### src/rtl/sitcpxg_pkg.sv
// Shared types and constants for the SiTCPXG TX arbiter.
package sitcpxg_pkg;
    typedef enum logic [1:0] {
        IDLE  = 2'd0,
        GRANT = 2'd1,
        GAP   = 2'd2
    } arb_state_e;

    localparam logic [3:0] TXB_IDLE = 4'd0;
    localparam logic [3:0] TXB_FULL = 4'd8;
    localparam int         BUDGET_W = 17;
endpackage

### src/rtl/sitcpxg_tx_arbiter_rr_pick.sv
// Combinational round-robin pick: first requester strictly after i_ptr, wrapping.
module rr_pick #(
    parameter int N  = 4,
    parameter int PW = (N > 1) ? $clog2(N) : 1
) (
    input  logic [N-1:0]  i_req,
    input  logic [PW-1:0] i_ptr,
    output logic [N-1:0]  o_gnt,
    output logic          o_any
);
    logic [PW-1:0] w_idx;

    // Scan from farthest to nearest so the nearest requester after i_ptr wins.
    always_comb begin
        o_gnt = '0;
        w_idx = '0;
        for (int k = N; k >= 1; k--) begin
            w_idx = PW'((int'(i_ptr) + k) % N);
            if (i_req[w_idx]) begin
                o_gnt        = '0;
                o_gnt[w_idx] = 1'b1;
            end
        end
    end

    assign o_any = |i_req;
endmodule

### src/rtl/sitcpxg_tx_arbiter.sv
// Round-robin arbiter sharing the SiTCPXG 64-bit TX stream between NUM_SRC sources,
// with a per-grant byte quantum, AFULL back-pressure and session gating.
module sitcpxg_tx_arbiter
    import sitcpxg_pkg::*;
#(
    parameter int NUM_SRC = 4,
    parameter int QUANTUM = 1024
) (
    input  logic                   CLK156M,
    input  logic                   RSTn,
    input  logic                   SiTCPXG_ESTABLISHED,
    input  logic                   SiTCPXG_TX_AFULL,
    output logic [63:0]            SiTCPXG_TX_D,
    output logic [3:0]             SiTCPXG_TX_B,
    input  logic [NUM_SRC-1:0]     SRC_EN,
    input  logic [NUM_SRC-1:0]     SRC_REQ,
    input  logic [NUM_SRC-1:0]     SRC_VLD,
    input  logic [NUM_SRC-1:0]     SRC_LAST,
    input  logic [64*NUM_SRC-1:0]  SRC_D,
    input  logic [4*NUM_SRC-1:0]   SRC_B,
    output logic [NUM_SRC-1:0]     SRC_RDY,
    output logic [NUM_SRC-1:0]     SRC_GNT,
    output logic                   BUSY
);
    localparam int                  PW      = (NUM_SRC > 1) ? $clog2(NUM_SRC) : 1;
    localparam logic [BUDGET_W-1:0] QBUDGET = BUDGET_W'(QUANTUM);

    arb_state_e          r_state;
    logic                r_est;
    logic                r_afull;
    logic [NUM_SRC-1:0]  r_gnt;
    logic [PW-1:0]       r_ptr;
    logic [BUDGET_W-1:0] r_budget;
    logic [63:0]         r_tx_d;
    logic [3:0]          r_tx_b;

    logic [NUM_SRC-1:0]  w_req;
    logic [NUM_SRC-1:0]  w_pick;
    logic                w_any;
    logic [63:0]         w_d;
    logic [3:0]          w_b;
    logic                w_vld;
    logic                w_last;
    logic [PW-1:0]       w_gidx;
    logic                w_req_g;
    logic                w_rdy;
    logic                w_acc;
    logic [BUDGET_W-1:0] w_budget_nxt;
    logic                w_exit;

    assign w_req = SRC_REQ & SRC_EN;

    rr_pick #(.N(NUM_SRC), .PW(PW)) u_pick (
        .i_req (w_req),
        .i_ptr (r_ptr),
        .o_gnt (w_pick),
        .o_any (w_any)
    );

    // AND-OR mux of the owner's beat; r_gnt is one-hot or zero.
    always_comb begin
        w_d    = '0;
        w_b    = '0;
        w_vld  = 1'b0;
        w_last = 1'b0;
        w_gidx = '0;
        for (int i = 0; i < NUM_SRC; i++) begin
            w_d    = w_d | (SRC_D[64*i +: 64] & {64{r_gnt[i]}});
            w_b    = w_b | (SRC_B[4*i +: 4] & {4{r_gnt[i]}});
            w_vld  = w_vld | (SRC_VLD[i] & r_gnt[i]);
            w_last = w_last | (SRC_LAST[i] & r_gnt[i]);
            if (r_gnt[i]) w_gidx = PW'(i);
        end
    end

    assign w_req_g      = |(w_req & r_gnt);
    assign w_rdy        = (r_state == GRANT) & r_est & ~r_afull;
    assign w_acc        = w_rdy & w_vld;
    // An oversize beat is taken whole; the budget floors at zero.
    assign w_budget_nxt = (BUDGET_W'(w_b) > r_budget) ? '0 : r_budget - BUDGET_W'(w_b);
    assign w_exit       = w_acc ? (w_last | (w_budget_nxt < BUDGET_W'(TXB_FULL))) : ~w_req_g;

    always_ff @(posedge CLK156M or negedge RSTn) begin
        if (!RSTn) begin
            r_state  <= IDLE;
            r_est    <= 1'b0;
            r_afull  <= 1'b0;
            r_gnt    <= '0;
            r_ptr    <= PW'(NUM_SRC - 1);
            r_budget <= '0;
            r_tx_d   <= '0;
            r_tx_b   <= TXB_IDLE;
        end else begin
            r_est   <= SiTCPXG_ESTABLISHED;
            r_afull <= SiTCPXG_TX_AFULL;
            r_tx_b  <= TXB_IDLE;
            // Zero-byte beats are swallowed: handshaked but never forwarded.
            if (w_acc && (w_b != TXB_IDLE)) begin
                r_tx_b <= w_b;
                r_tx_d <= w_d;
            end
            case (r_state)
                IDLE: begin
                    if (r_est && w_any) begin
                        r_gnt    <= w_pick;
                        r_budget <= QBUDGET;
                        r_state  <= GRANT;
                    end
                end
                GRANT: begin
                    if (!r_est) begin
                        r_gnt   <= '0;
                        r_state <= IDLE;
                    end else begin
                        if (w_acc) r_budget <= w_budget_nxt;
                        if (w_exit) begin
                            r_gnt   <= '0;
                            r_ptr   <= w_gidx;
                            r_state <= GAP;
                        end
                    end
                end
                GAP:     r_state <= IDLE;
                default: r_state <= IDLE;
            endcase
        end
    end

    assign SiTCPXG_TX_D = r_tx_d;
    assign SiTCPXG_TX_B = r_tx_b;
    assign SRC_RDY      = r_gnt & {NUM_SRC{w_rdy}};
    assign SRC_GNT      = r_gnt;
    assign BUSY         = (r_state != IDLE);
endmodule
### config.mk
export PLATFORM = sky130hd
export DESIGN_NAME = sitcpxg_tx_arbiter
export DESIGN_NICKNAME = d
export VERILOG_FILES = /design/src/rtl/sitcpxg_pkg.sv /design/src/rtl/sitcpxg_tx_arbiter_rr_pick.sv /design/src/rtl/sitcpxg_tx_arbiter.sv
export SDC_FILE = /design/constraint.sdc
export NUM_CORES = 1
export LEC_CHECK = 0
export CAP_MARGIN = 20
export CORE_AREA = 2 2 143 145
export DETAILED_ROUTE_END_ITERATION = 10
export DIE_AREA = 0 0 145 147
export PLACE_DENSITY = 0.77
export SLEW_MARGIN = 10
export SYNTH_ARGS = -nofsm -noshare
export SYNTH_HDL_FRONTEND = slang
export SYNTH_HIERARCHICAL = 1
export SYNTH_SLANG_ARGS = --single-unit
### constraint.sdc
create_clock -name CLK156M -period 4.5 [get_ports CLK156M]
set_input_delay 1.35 -clock CLK156M [delete_from_list [all_inputs] [get_ports CLK156M]]
set_output_delay 1.35 -clock CLK156M [all_outputs]
set_load 0.03 [all_outputs]
# == After elaboration in Yosys (flattened, before gate mapping) ==
# Cells that the tools add are included.
# op_classes
add_sub_neg,5
order_cmp,10
eq_ne,5
n_mux,38
bitwise,37
reduce_logical,16
# op_table
cell,count
$and 64x64->64,4
$or 64x64->64,3
$mux 17,4
$pmux 17 s2,1
$mux 4,8
$and 4x4->4,7
$gt 4x17->1,1
$lt 17x4->1 const B,1
$sub 17x4->17,1
$lt 2x3->1 const B,4
$or 4x4->4,3
$and 1x1->1,11
$mux 1,10
$mux 2,5
$bmux 1 s2,4
$demux 1 s2,4
$ge 2x1->1 const B,4
$pmux 4 s2,1
$reduce_or 4->1,2
$or 1x1->1,7
$logic_and 1x1->1,6
$ne 2x2->1 const B,3
$reduce_and 3->1,2
$add 2x1->2 const B,2
10 further kinds,13
# totals
register_bits,95
inputBits,292
output_inout_bits,77
wordCells,119

# == Logic depth before layout (Yosys ltp) ==
# logic_depth
word_depth,12
ltp_mapped,14
depth_no_buf,13

# == Modules after synthesis ==
# Netlist, hierarchy kept.
# by_module_without_submodules
module,instances,cells_each,area_per_inst_um2,seq_area_each_um2
sitcpxg_tx_arbiter,1,601,5486.5,2379.8
rr_pick,1,46,389.1,0.0

# == Worst setup path after synthesis ==
# OpenSTA, ideal clock, no wires.
# synth_path
path_type,input port to flip-flop
from,in SRC_B[2]
to,reg r_ptr[0]
setup_time_ns,0.075
t_arrival_ns,4.467
required_time_ns,4.425
setup_slack_ns,-0.042
path_stages,11
path_buffers,0
path_cell_list,a22o_1 > a221oi_1 > ha_1 > and3b_1 > o211ai_1 > o211ai_1 > or4bb_1 > a21o_1 > or4b_1 > a211o_2 > mux2i_1
# synth_via
elab_chain_cells,10
word_cells_on_any_way,11
classes_between,add/sub: 1; order compare: 2; mux: 2; bitwise: 5; reduce/logical: 1
# synth_rtl
element,line_no,source
"start, declared",sitcpxg_tx_arbiter.sv:20,"input logic [4*NUM_SRC-1:0] SRC_B,"
$and 4x4->4 (*),sitcpxg_tx_arbiter.sv:69,w_b = w_b | (SRC_B[4*i +: 4] & {4{r_gnt[i]}});
$or 4x4->4 (*) (3 in a row),sitcpxg_tx_arbiter.sv:69,
$sub 17x4->17 or $gt 4x17->1 (tied branches),sitcpxg_tx_arbiter.sv:80,assign w_budget_nxt = (BUDGET_W'(w_b) > r_budget) ? '0 : r_budget - BUDGET_W'(w_b);
$mux 17 (*),sitcpxg_tx_arbiter.sv:80,
$lt 17x4->1 (*),sitcpxg_tx_arbiter.sv:81,assign w_exit = w_acc ? (w_last | (w_budget_nxt < BUDGET_W'(TXB_FULL))) : ~w_req_g;
$or 1x1->1 (*),sitcpxg_tx_arbiter.sv:81,
$mux 1 (*),sitcpxg_tx_arbiter.sv:81,
$reduce_and 3->1 (no line) (*),n/a,
"end signal, assigned",sitcpxg_tx_arbiter.sv:89,r_ptr <= PW'(NUM_SRC - 1);
"end signal, assigned",sitcpxg_tx_arbiter.sv:118,r_ptr <= w_gidx;
"end, declared",sitcpxg_tx_arbiter.sv:32,logic [PW-1:0] r_ptr;
# Every way passes the cells marked *; elsewhere a longest branch is shown, timed or not.
# A chain may end at the register's enable or synchronous reset.

# == Final worst setup path ==
# layout_path
from,in SRC_B[12]
to,reg r_ptr[1]
# layout_via
elab_chain_cells,8
word_cells_on_any_way,9
classes_between,add/sub: 1; order compare: 2; mux: 2; bitwise: 3; reduce/logical: 1
# layout_rtl
element,line_no
$and 4x4->4 (*),sitcpxg_tx_arbiter.sv:69
$or 4x4->4 (*),sitcpxg_tx_arbiter.sv:69
$sub 17x4->17 or $gt 4x17->1 (tied branches),sitcpxg_tx_arbiter.sv:80
$mux 17 (*),sitcpxg_tx_arbiter.sv:80
$lt 17x4->1 (*),sitcpxg_tx_arbiter.sv:81
$or 1x1->1 (*),sitcpxg_tx_arbiter.sv:81
$mux 1 (*),sitcpxg_tx_arbiter.sv:81
$reduce_and 3->1 (no line) (*),n/a
# Marked as above.

==> impl_metrics.toml <==
[run_status]
status = "completed"

[synthesis]
synth-compound-area-share_pct = 35.95
ys_seq_elements = 95
yosysSeqAreaShare_pct = 40.50
synth_edf_count = 0
yosys.area_share.adder_pct = 2.129
synth_cell_types = 61
synthMuxAreaShare_pct = 2.555
yosys.area.top_type = "dfrtp_1"
ys_top_cells_by_area = "dfrtp_1 (40%), a22o_1 (10%), a221oi_1 (9.8%)"
synthArstFlopShare_pct = 100.0
syn_nets = 949
syn_avg_cell_area_um2 = 9.081
synth_area_um2 = 5876
synth_xor_area_share_pct = 0.5963
synthFlopType = "dfrtp_1"
yosys_warnings = 6
synth_simple_gate_area_share_pct = 13.65
synth_top_area_share_pct = 39.61
synth_cells = 647
synth_top_family_by_area = "compound AO/OA/AOI/OAI gates"

[hold_path]
hold_path.class = "flop to flop"
min_from = "SiTCPXG_TX_D[44]"

[clocking]
clk_latency_ns = 0.34
root_buffer = "clkbuf_16"
postCtsHoldBufs = 0
cts_buffers = 9
cts_sinks = 95
cts_tree = "yes"
cts_buffer_depth = 2
clk_pin_slew_ns = 0.07
h-tree-depth = 3

[finish]
nets = 1324
fin_area_um2 = 10520
diodes = 0
synthToLayoutAreaGrowth_pct = 78.96
drive_gt1_share_pct = 10.42
layout.cells.non_filler = 1297

[power]
p_clk_share_pct = 11.1
power_frac_comb_pct = 66.7
seq_power_share_pct = 22.2
swShare_pct = 45.31
powerDensity_nw_per_um2 = 633.8
p_sw_mw = 3.020
ir_worst_vdd_mv = 0.3016
p_int_mw = 3.645
leakagePower_nw = 4.316
total_power_mw = 6.665

[worst_setup_path]
rr_startpoint = "SRC_GNT[2]"
crit_required_ns = 4.76
rrSetupSlack_ns = 0.58
critPathLaunchType = "input port"
crit_chain = "clkdlybuf4s50_1 > a22oi_2 > nand2_1 > ha_2 > buf_4 > and3b_2 > o21ai_2 > o41ai_4 > a2111o_1 > a2111oi_4 > or4b_4 > a211o_4 > mux2i_1"
critPathArrivalTime_ns = 4.70
crit_slowest_cell = "or4b_4"
cp-end-kind = "flop"
crit_start = "SRC_B[12]"
cpPeakStageDelay_ns = 0.53
crit_fanout = 3
critPathTopFamily = "compound AO/OA/AOI/OAI gates"
worst-setup-path-type = "input port to flop"
path_buf_inv = 2

[place]
hpwl_mm = 19.31
dp.cells = 1268
portBuffers = 368
place_area_um2 = 10000
globalplace.congestion = 0.8643

[timing]
tns_ns = 0
final_hold_viol_count = 0
relSlewSlack_pct = 59.33
layout_min_cycle_time_ns = 4.442
slew_viol_final = 0
post-route-period-util_pct = 98.71
final.setup_skew_ns = 0.01421
whs_ns = 0.4807
setup_viol = 0
tightest_slew_ns = 0.6100
fmax_mhz = 225.1

[global_routing]
use_met1_pct = 29.71
grt_pass1_vias = 6769
antenna_found_initial = 0
grt-busiest-layer = "met2"
track_usage_pct = 23.18
overflow = 0
grt_max_degree = 115
grtUsageMet2_pct = 37.48
grt_pass1_wl_mm = 38.93
met3_usage_pct = 7.888

[die]
start_util_pct = 29.61
die-area_um2 = 21320
fp.coreArea_um2 = 19840
num_rows = 52
die_w_um = 145
die_h_um = 147
io_pins = 369

[drt]
drtIter0Drc = 523
drtAntennaViolNets = 0
wirelength_mm = 25.65
vias = 6901
wire_per_inst_um = 19.78
drc_errors = 0
drtPass1Iterations = 7
avgViaCountPerCell = 5.321

[flow_run]
maxCapViolCount = 0
==> worst paths after layout <==
| kind | to | cells past startpoint |
|---|---|---|
| setup / recovery | r_ptr[1] | 13 |
| hold / removal | SiTCPXG_TX_D[44] | 2 |
| setup reg to reg | r_ptr[1] | 13 |
| hold reg to reg | SiTCPXG_TX_D[44] | 2 |
| max in group asynchronous | r_ptr[1] | 2 |
| min in group asynchronous | SiTCPXG_TX_D[7] | 1 |
==> power groups by stage <==
| stage | registers, mW | clock network, mW | logic [mW] |
|---|---|---|---|
| 3_5_place_dp | 1.47 | 0 | 4.15 |
| 2_1_floorplan | 2.01 | 0 | 1.77 |
| 3_3_place_gp | 1.46 | 0 | 4.11 |
| 6_report | 1.48 | 0.741 | 4.45 |
| 4_1_cts | 1.47 | 0.772 | 4.27 |
| 5_1_grt | 1.53 | 0.808 | 4.78 |
==> sequential cells by signal, indices dropped and copies added, names as in the netlist <==
register and flops:
r_state 2, r_ptr 2, SiTCPXG_TX_B 4, r_afull 1, r_est 1, SiTCPXG_TX_D 64
r_budget 17, SRC_GNT 4
==> cell usage after synthesis (all sizes together), types with 7 or more instances <==
library cell	n
buf	11
o21ai	91
a22o	69
nand2	96
nand2b	7
a221oi	66
o31ai	7
dfrtp	93
a22oi	12
ha	10
clkbuf	43
and2	10
a21oi	8
inv	13
nor2	27
==> repair_timing <==
item	CTS	global route
gates resized for setup	15	26
pin swaps	21	20
setup endpoints to repair	7	13
gates cloned	0	0
buffers inserted	8	5
endpoints found under the hold margin	0	0
==> layout make-up <==
cell class | instances | area, µm²
clock inverter | 4 | 27.53
fill | 1764 | 9329
timing repair buffer | 418 | 4086
clock buffer | 12 | 256.5
multi-input combinational | 484 | 3369
tap | 270 | 337.8
sequential | 95 | 2385
inverter | 14 | 52.55
==> layer usage <==
layer	vias up	wire length [µm]
met1	3323	10890
met3	33	2373
met4	0	443
met5	-	0
met2	300	11940
li1	3245	-
==> per-stage QoR <==
stage | setup slack (ns) | util, %
finish | 0.05783 | 52.99
global route | -0.09185 | 52.99
CTS | 0.02163 | 52.33
detailed placement | -0.5821 | 50.41
global placement | -0.4570 | 50.41
floorplan | 0.001978 | -
==> cells by family after synthesis <==
family / count (synthesis)
XOR/XNOR: 4
AO/OA/AOI/OAI: 290
buffers and inverters: 68
multiplexers: 10
adder cells (fa/ha/maj): 10
AND/OR/NAND/NOR: 170
flip-flops: 95
==> worst min-delay path, stage by stage, from the launching register on <==
cell and delay [ns]:
dfrtp_1 0.34, nand2_1 0.05, o21ai_0 0.06
==> placed cells by master (no fill, tap or decap), types with 3 or more instances in the layout <==
| master | Yosys | layout |
|---|---|---|
| o211ai_1 | 5 | 5 |
| mux2i_1 | 6 | 6 |
| o41ai_1 | 4 | 3 |
| o21ai_0 | 90 | 89 |
| nor3_1 | 3 | 3 |
| nand2b_1 | 7 | 7 |
| clkdlybuf4s50_1 | 0 | 355 |
| a22o_1 | 69 | 69 |
| a21oi_1 | 8 | 7 |
| dfrtp_1 | 93 | 89 |
| a22oi_2 | 0 | 4 |
| o31ai_1 | 6 | 5 |
| a22oi_1 | 12 | 8 |
| inv_1 | 13 | 12 |
| a221oi_1 | 66 | 64 |
| dfrtp_2 | 0 | 4 |
| ha_1 | 10 | 6 |
| a31oi_1 | 6 | 5 |
| buf_4 | 0 | 49 |
| ha_2 | 0 | 3 |
| nor2b_1 | 3 | 3 |
| and2_1 | 9 | 9 |
| mux4_2 | 4 | 4 |
| dlymetal6s2s_1 | 0 | 7 |
| or4_1 | 3 | 3 |
| nand2_1 | 96 | 96 |
| a21o_1 | 6 | 6 |
| o22ai_1 | 6 | 6 |
| nor2_1 | 27 | 27 |
| xnor2_1 | 3 | 3 |
| clkbuf_16 | 0 | 9 |
(Power assumes the default switching activity.)
